**config.mk**
```make
export PLATFORM = sky130hd
export DESIGN_NAME = i_cache_assoc
export DESIGN_NICKNAME = d
export VERILOG_FILES = /design/src/rtl/i_cache_assoc.sv
export SDC_FILE = /design/constraint.sdc
export NUM_CORES = 1
export LEC_CHECK = 0
export ABC_CLOCK_PERIOD_IN_PS = 7250
export CORE_MARGIN = 2
export CORE_UTILIZATION = 40
export CTS_CLUSTER_DIAMETER = 80
export DETAILED_ROUTE_END_ITERATION = 10
export SLEW_MARGIN = 5
export SYNTH_ARGS = -nofsm -noshare
export SYNTH_HDL_FRONTEND = slang
export SYNTH_SLANG_ARGS = --single-unit
```
**constraint.sdc**
```tcl
create_clock -name clk -period 7.25 [get_ports clk]
set_input_delay 2.175 -clock clk [delete_from_list [all_inputs] [get_ports clk]]
set_output_delay 2.175 -clock clk [all_outputs]
set_load 0.01 [all_outputs]
```
**src/rtl/i_cache_assoc.sv**
```systemverilog
// 2-way set-associative instruction cache with true-LRU replacement and a handshake line-refill FSM.
// Optional hit/miss statistics counters are built when I_CACHE_ASSOC_STATS_EN is defined.
module i_cache_assoc #(
  parameter int WORD_SIZE  = 16,
  parameter int NUM_SETS   = 2,
  parameter int LINE_WORDS = 4
) (
  input  logic                 clk,
  input  logic                 reset,
  input  logic [WORD_SIZE-1:0] pc,
  input  logic                 pc_valid,
  input  logic                 flush,
  output logic [WORD_SIZE-1:0] inst,
  output logic                 inst_valid,
  output logic                 mem_req,
  output logic [WORD_SIZE-1:0] mem_addr,
  input  logic [WORD_SIZE-1:0] mem_data,
  input  logic                 mem_ack,
  output logic [15:0]          hit_count,
  output logic [15:0]          miss_count
);

  localparam int IDX_W = $clog2(NUM_SETS);
  localparam int BO_W  = $clog2(LINE_WORDS);
  localparam int TAG_W = WORD_SIZE - IDX_W - BO_W;

  typedef enum logic [0:0] {
    S_IDLE   = 1'b0,
    S_REFILL = 1'b1
  } state_t;

  state_t state_r;
  state_t state_nxt_s;

  logic [1:0]           valid_r [NUM_SETS];
  logic [NUM_SETS-1:0]  lru_r;
  logic [TAG_W-1:0]     tag_r   [2][NUM_SETS];
  logic [WORD_SIZE-1:0] data_r  [2][NUM_SETS][LINE_WORDS];

  logic [WORD_SIZE-BO_W-1:0] base_hi_r;
  logic [IDX_W-1:0]          idx_r;
  logic [TAG_W-1:0]          fill_tag_r;
  logic                      way_r;
  logic [BO_W-1:0]           cnt_r;

  logic [TAG_W-1:0] pc_tag_s;
  logic [IDX_W-1:0] pc_idx_s;
  logic [BO_W-1:0]  pc_off_s;
  logic [1:0]       way_hit_s;
  logic             lookup_s;
  logic             hit_s;
  logic             miss_s;
  logic             hit_way_s;
  logic             victim_s;
  logic             last_s;
  logic             fill_wr_s;

  assign pc_tag_s = pc[WORD_SIZE-1 -: TAG_W];
  assign pc_idx_s = pc[BO_W +: IDX_W];
  assign pc_off_s = pc[BO_W-1:0];

  // Tag compare, hit/miss classification, victim choice and fetch outputs.
  always_comb begin
    way_hit_s[0] = valid_r[pc_idx_s][0] && (tag_r[0][pc_idx_s] == pc_tag_s);
    way_hit_s[1] = valid_r[pc_idx_s][1] && (tag_r[1][pc_idx_s] == pc_tag_s);
    lookup_s     = (state_r == S_IDLE) && pc_valid && !flush;
    hit_s        = lookup_s && (way_hit_s != 2'b00);
    miss_s       = lookup_s && (way_hit_s == 2'b00);
    hit_way_s    = way_hit_s[1];
    last_s       = (cnt_r == BO_W'(LINE_WORDS - 1));
    fill_wr_s    = (state_r == S_REFILL) && mem_ack && !flush;
    // Prefer an invalid way; with both invalid fall back to way 0.
    case (valid_r[pc_idx_s])
      2'b00:   victim_s = 1'b0;
      2'b01:   victim_s = 1'b1;
      2'b10:   victim_s = 1'b0;
      default: victim_s = lru_r[pc_idx_s];
    endcase
    if (hit_s) begin
      inst = data_r[hit_way_s][pc_idx_s][pc_off_s];
    end else begin
      inst = '0;
    end
    inst_valid = hit_s;
    mem_req    = (state_r == S_REFILL);
    if (state_r == S_REFILL) begin
      mem_addr = {base_hi_r, cnt_r};
    end else begin
      mem_addr = '0;
    end
  end

  // Next-state logic of the refill FSM.
  always_comb begin
    state_nxt_s = state_r;
    case (state_r)
      S_IDLE: begin
        if (miss_s) begin
          state_nxt_s = S_REFILL;
        end else begin
          state_nxt_s = S_IDLE;
        end
      end
      S_REFILL: begin
        if (flush || (mem_ack && last_s)) begin
          state_nxt_s = S_IDLE;
        end else begin
          state_nxt_s = S_REFILL;
        end
      end
      default: state_nxt_s = S_IDLE;
    endcase
  end

  // FSM state, refill context, valid and LRU bookkeeping.
  always_ff @(posedge clk or posedge reset) begin
    if (reset) begin
      state_r    <= S_IDLE;
      cnt_r      <= '0;
      base_hi_r  <= '0;
      idx_r      <= '0;
      fill_tag_r <= '0;
      way_r      <= 1'b0;
      lru_r      <= '0;
      for (int s = 0; s < NUM_SETS; s++) begin
        valid_r[s] <= 2'b00;
      end
    end else begin
      state_r <= state_nxt_s;
      case (state_r)
        S_IDLE: begin
          if (flush) begin
            lru_r <= '0;
            for (int s = 0; s < NUM_SETS; s++) begin
              valid_r[s] <= 2'b00;
            end
          end else if (hit_s) begin
            lru_r[pc_idx_s] <= ~hit_way_s;
          end else if (miss_s) begin
            base_hi_r  <= pc[WORD_SIZE-1:BO_W];
            idx_r      <= pc_idx_s;
            fill_tag_r <= pc_tag_s;
            way_r      <= victim_s;
            cnt_r      <= '0;
          end
        end
        S_REFILL: begin
          // An aborted fill must never leave a half-written line visible.
          if (flush) begin
            valid_r[idx_r][way_r] <= 1'b0;
          end else if (mem_ack) begin
            cnt_r <= cnt_r + BO_W'(1);
            if (last_s) begin
              valid_r[idx_r][way_r] <= 1'b1;
              lru_r[idx_r]          <= ~way_r;
            end
          end
        end
        default: state_r <= S_IDLE;
      endcase
    end
  end

  // Line data and tag storage; contents are only meaningful under a set valid bit.
  always_ff @(posedge clk) begin
    if (fill_wr_s) begin
      data_r[way_r][idx_r][cnt_r] <= mem_data;
      if (last_s) begin
        tag_r[way_r][idx_r] <= fill_tag_r;
      end
    end
  end

`ifdef I_CACHE_ASSOC_STATS_EN
  logic [15:0] hit_count_r;
  logic [15:0] miss_count_r;

  // Saturating hit/miss statistics; flush leaves them untouched.
  always_ff @(posedge clk or posedge reset) begin
    if (reset) begin
      hit_count_r  <= 16'h0000;
      miss_count_r <= 16'h0000;
    end else begin
      if (hit_s && (hit_count_r != 16'hFFFF)) begin
        hit_count_r <= hit_count_r + 16'h0001;
      end
      if (miss_s && (miss_count_r != 16'hFFFF)) begin
        miss_count_r <= miss_count_r + 16'h0001;
      end
    end
  end

  assign hit_count  = hit_count_r;
  assign miss_count = miss_count_r;
`else
  assign hit_count  = 16'h0000;
  assign miss_count = 16'h0000;
`endif

endmodule

```
Yosys cells after proc, flatten, opt, wreduce, memory -nomap -nowiden --
Memory sizes are Yosys's and may differ from the RTL's. Cells that the tools add are included.
Storage, ports and cells: output and inout port bits 66, bits in writable memories 308, input bits 37, register bits after elaboration 38, memories kept 2
Memories:
- data_r | words 2, bits a word 128, rd ports 1, clocked after Yosys merged registers in 0, write ports 1, RTL line 38 | logic [WORD_SIZE-1:0] data_r [2][NUM_SETS][LINE_WORDS];
- tag_r | words 2, bits a word 26, rd ports 2, clocked after Yosys merged registers in 0, write ports 1, RTL line 37 | logic [TAG_W-1:0] tag_r [2][NUM_SETS];
Operators by class: bitwise gates (word level) 12, add/subtract/negate cells 1, muxes and demuxes 61, reductions and logical operators 24, order comparisons 12, equality and inequality tests 15
Operators with widths (number):
- 64-bit two-way mux | 4
- 128-bit two-way mux | 1
- 13-bit two-way mux | 7
- 16-bit two-way mux | 5
- 64-bit demux with 1-bit select | 1
- 16-bit binary-select mux with 2-bit select | 1
- 16-bit demux with 2-bit select | 1
- 2-bit two-way mux | 14
- 13-bit equality test | 2
- 26-bit two-way mux | 1
- 4-bit two-way mux | 4
- 1-bit logical AND | 14
- 13-bit demux with 1-bit select | 1
- 2-bit != test, second input constant | 6
- 1-bit two-way mux | 10
- 2-bit one-hot mux with 2 select lines | 2
- 4-bit one-hot mux with 2 select lines | 1
- 4-bit AND reduction | 2
- 3-bit >= comparator, second input constant | 2
- 1-bit by 2-bit < comparator with 1-bit output, second input constant | 3
- 3-bit != test, second input constant | 2
- 2-bit inverter with 3-bit output | 2
- 1-bit inverter | 5
- 5-bit AND reduction | 1
- other kinds (23) | 33

Depth between registers and ports, before layout --
An unclocked memory read counts as a cell.
depth after elaboration 14, gate-level depth with buffers 13

Worst setup path before layout --
Ideal clock, no wire load.
path type input -> output, start in pc[2], end out inst[10], path buffers 6, stages on the path 12, required time 5075 ps, path slack 633 ps, arrival time 4442 ps, cells stage by stage buf_6 > buf_6 > buf_4 > buf_2 > mux2i_1 > xor2_1 > nand4_1 > o41a_1 > nor2b_1 > buf_2 > buf_2 > o221a_1
On the way: elaborated cells on any way between the ends 24, classes of those cells 2 x eq/ne; 16 x mux; 1 x bitwise; 4 x reduce/logical; 1 x memory
RTL lines:
- start: declaration | RTL line 10 | input logic [WORD_SIZE-1:0] pc,
- 1-bit inverter with 2-bit output (not written as such) (*) | RTL line 64, 65
- 13-bit two-way mux (on tied branches) (3 in a row) | RTL line 64, 65
- 13-bit equality test (on tied branches) | RTL line 64, 65
- 1-bit logical AND (on tied branches) | RTL line 64, 65
- 2-bit nonzero test (*) | RTL line 67 | hit_s = lookup_s && (way_hit_s != 2'b00);
- 1-bit logical AND (*) | RTL line 67
- via inst_valid | RTL line 14 | output logic inst_valid,
- 16-bit two-way mux (*) | RTL line 79 | if (hit_s) begin
- end: declaration | RTL line 13 | output logic [WORD_SIZE-1:0] inst,
Mark *: on every way through the listed nets, which the timed path passes. The rest lies on a longest branch. The select of a mux whose other input is x is not followed.

Worst setup path after layout --
start in pc[2], end out inst[11]
On the way: word-level cells in the longest chain between the ends 14, elaborated cells on any way between the ends 24, classes of those cells 2 x eq/ne; 16 x mux; 1 x bitwise; 4 x reduce/logical; 1 x memory
Ends and longest elaborated chain:
- 1-bit inverter with 2-bit output (not written as such) (*) | RTL line 64, 65, 80
- 13-bit two-way mux (not written as such) (3 in a row) | RTL line 65 | way_hit_s[1] = valid_r[pc_idx_s][1] && (tag_r[1][pc_idx_s] == pc_tag_s);
- 13-bit equality test | RTL line 65
- 1-bit logical AND | RTL line 65
- memory 2 x 128 bit
- 64-bit two-way mux (not written as such) (3 in a row) | RTL line 80 | inst = data_r[hit_way_s][pc_idx_s][pc_off_s];
- 16-bit binary-select mux with 2-bit select | RTL line 80
- 16-bit two-way mux (not written as such) (2 in a row) | RTL line 80
- 16-bit two-way mux (*) | RTL line 79
Mark *: on every way between the ends. The rest lies on a longest branch, timed or not. The select of a mux whose other input is x is not followed.

==> run metrics <==
GR Util All Layers 0.171; die area roughly 36000 sq um; Die Y about 190 um; Final #Nets 911; pin count of the biggest net entering global routing 33; Post-CTS Hold Buffers 0; warnings from Yosys 0; Min Hold Slack between 0.5 and 0.6 ns; Final Max Tran Viols 0; pwr/cell area between 200 and 300 nW/um^2; total routed wirelength roughly 30000 um; die span in x between 150 and 200 um; Area growth, synth to finish 22.0%; critical path launch point type input pin; clk sinks about 330; I/O pins around 100; Bufs on Longest Clock Path 3; number of synthesized register bits about 330; Critical Path End Type output port; fmax between 0.1 and 0.15 GHz; clock-pin slew of the registers on the worst-case setup and hold paths about 0.06 ns; Clock Root Buffer clkbuf_16; WL per Instance ~22 um; required time worst endpoint slightly above 5 ns; IO buf count 70; leading area contributor after synthesis edfxtp_1; Worst Tran Pin Value between 1 and 1.5 ns; vias after detailed routing around 7.1k; Worst Skew about 0.023 ns; Final setup viols 0; Residual DRC 0; setup TNS 0 ns; worst vdd ir around 0.17 mV; antenna viol nets, final 0; Cells after Synth about 730; Syn Area/Cell about 19 sq um; leakage power 6.04 nW; Crit Path Class input pin to output port; initial antenna violation count 0; fin crit share 0.989; count of cell types in the netlist 39; # rows 67; Post-synth ARST share 0.0723; Clock Latency Late Sink ~0.53 ns; vias in the first global route 7210; status finished clean; GRT overflow 0; Synth area leaders edfxtp_1 (68%), mux4_2 (5.1%), dfrtp_1 (4.4%), mux2i_1 (4.2%), mux4_1 (3.3%); gpl congestion slightly above 0.7; vias per std cell 5.26; Mapped Area 13600 sq um; Initial Util 0.406; sequential-to-total area share from yosys stat 0.723; H-tree lvl count 2; min cycle time layout slightly above 7 ns; Post-synth EDFFs slightly above 300; Critical Path Fanout Max 14; Synth top area share 0.679; Max Cap Violations 0; first-pass GRT wire length 45300 um; total CTS buffers 38; Main synth FF type edfxtp_1; CTS tree done; WP data arrival about 5 ns; Iteration-0 DRC Markers roughly 480; Antenna Cells 0; Final Hold Vio Count 0; Max-slew headroom 0.246; drt pass-1 iters 5; area of the core around 34000 sq um; post-DP HPWL between 15000 and 20000 um; layout cell share with drive strength beyond 1 0.239; hold crit path type register to register
-- path summary, 6_finish.rpt --
path	startpoint	to	slack, ns	depth (start not counted)
worst max-delay path	pc[2]	inst[11]	0.08	11
worst max register to register	mem_req	tag_r[1][4]	4.06	4
worst min-delay path	lru_r[0]	lru_r[0]	0.52	1
worst min register to register	lru_r[0]	lru_r[0]	0.52	1
max in group asynchronous	reset	cnt_r[0]	4.94	3
min in group asynchronous	reset	base_hi_r[8]	2.01	3
-- area by class of cell --
type	instances	area, sq um
clock buffer	49	1030
clock inverter	19	150
multi-input combinational	350	3530
inverter	12	45.0
fill	2731	16900
timing repair buffer	136	1460
tap	448	561
sequential	332	9850
-- synth_stat cells (all sizes together), types with 3 or more instances --
master	n
o221ai	16
o22ai	4
o21ai	8
nand2	17
mux2i	57
dfrtp	24
mux2	32
edfxtp	308
nor2	28
nand2b	4
inv	11
ha	4
xor2	24
buf	51
mux4	48
nand3	7
o211ai	3
nor2b	18
nand4	6
o221a	16
and2	13
clkbuf	17
-- cells in the final DEF (no fill, tap or decap), drive strengths merged, types with 12 or more instances in the layout --
cell type      instances
clkinv                18
mux2                  32
conb                  32
xor2                  24
dlygate4sd2           20
mux4                  48
inv                   12
dfrtp                 24
buf                   66
nor2                  28
edfxtp               308
clkbuf                49
o221ai                16
o221a                 16
mux2i                 57
nand2                 17
clkdlybuf4s50         42
and2                  13
nor2b                 18
-- worst max-delay path: stages --
cell	delay [ns]
buf_16	0.14
mux2i_2	0.28
xor2_2	0.17
nand4_1	0.16
or4_4	0.59
buf_6	0.15
bufbuf_16	0.27
mux4_2	0.27
mux2_2	0.28
o221a_4	0.28
clkdlybuf4s15_2	0.23
-- report_power, final --
part | leakage (nW) | internal (mW) | switching (mW)
logic | 2.39 | 0.117 | 0.134
clock network | 0.579 | 1.05 | 0.746
registers | 3.07 | 2.14 | 0.0345
total | 6.04 | 3.31 | 0.915
-- per-stage QoR --
| step | setup WS [ns] | cells | utilization | total power [mW] | instance area [sq um] |
|---|---|---|---|---|---|
| after floorplan | 0.633 | 762 | - | 2.35 | 13700 |
| final | 0.0805 | 1346 | 0.496 | 4.22 | 16600 |
| after global placement | -0.236 | 1271 | 0.453 | 2.46 | 15200 |
| after global routing | -0.0111 | 1346 | 0.496 | 4.38 | 16600 |
| after CTS | -0.0128 | 1346 | 0.494 | 4.26 | 16600 |
| after detailed placement | -0.231 | 1271 | 0.453 | 2.47 | 15200 |
-- flip-flops by register name, indices dropped and copies added (netlist names) --
name       flops
lru_r          2
tag_r         52
mem_req        1
valid_r        4
way_r          1
base_hi_r     14
cnt_r          2
data_r       256
-- per-layer routing --
| metal | up-vias | track usage | part of all wire |
|---|---|---|---|
| met4 | 0 | 0.0451 | 0.019 |
| met1 | 3676 | 0.237 | 0.44 |
| met5 | - | 0 | 0 |
| li1 | 3131 | - | - |
| met2 | 232 | 0.280 | 0.48 |
| met3 | 45 | 0.0332 | 0.062 |
-- timing repair --
action,CTS,global route
resized for setup,43,13
setup endpoints to repair,17,17
buffers inserted,3,0
pin swaps,7,6
gates cloned,4,0
-- cell families after synthesis --
logic type | count (synthesis) | synth area share
DFF | 332 | 0.723
muxes | 137 | 0.152
and+or+nand+nor | 97 | 0.0358
buffers and inverters | 80 | 0.0349
AOI/OAI and AO/OA | 56 | 0.0351
xor gates and xnor gates | 24 | 0.0154
adders and majority gates | 4 | 0.00367
other | 1 | 0.000275
(Power assumes the default switching activity.)
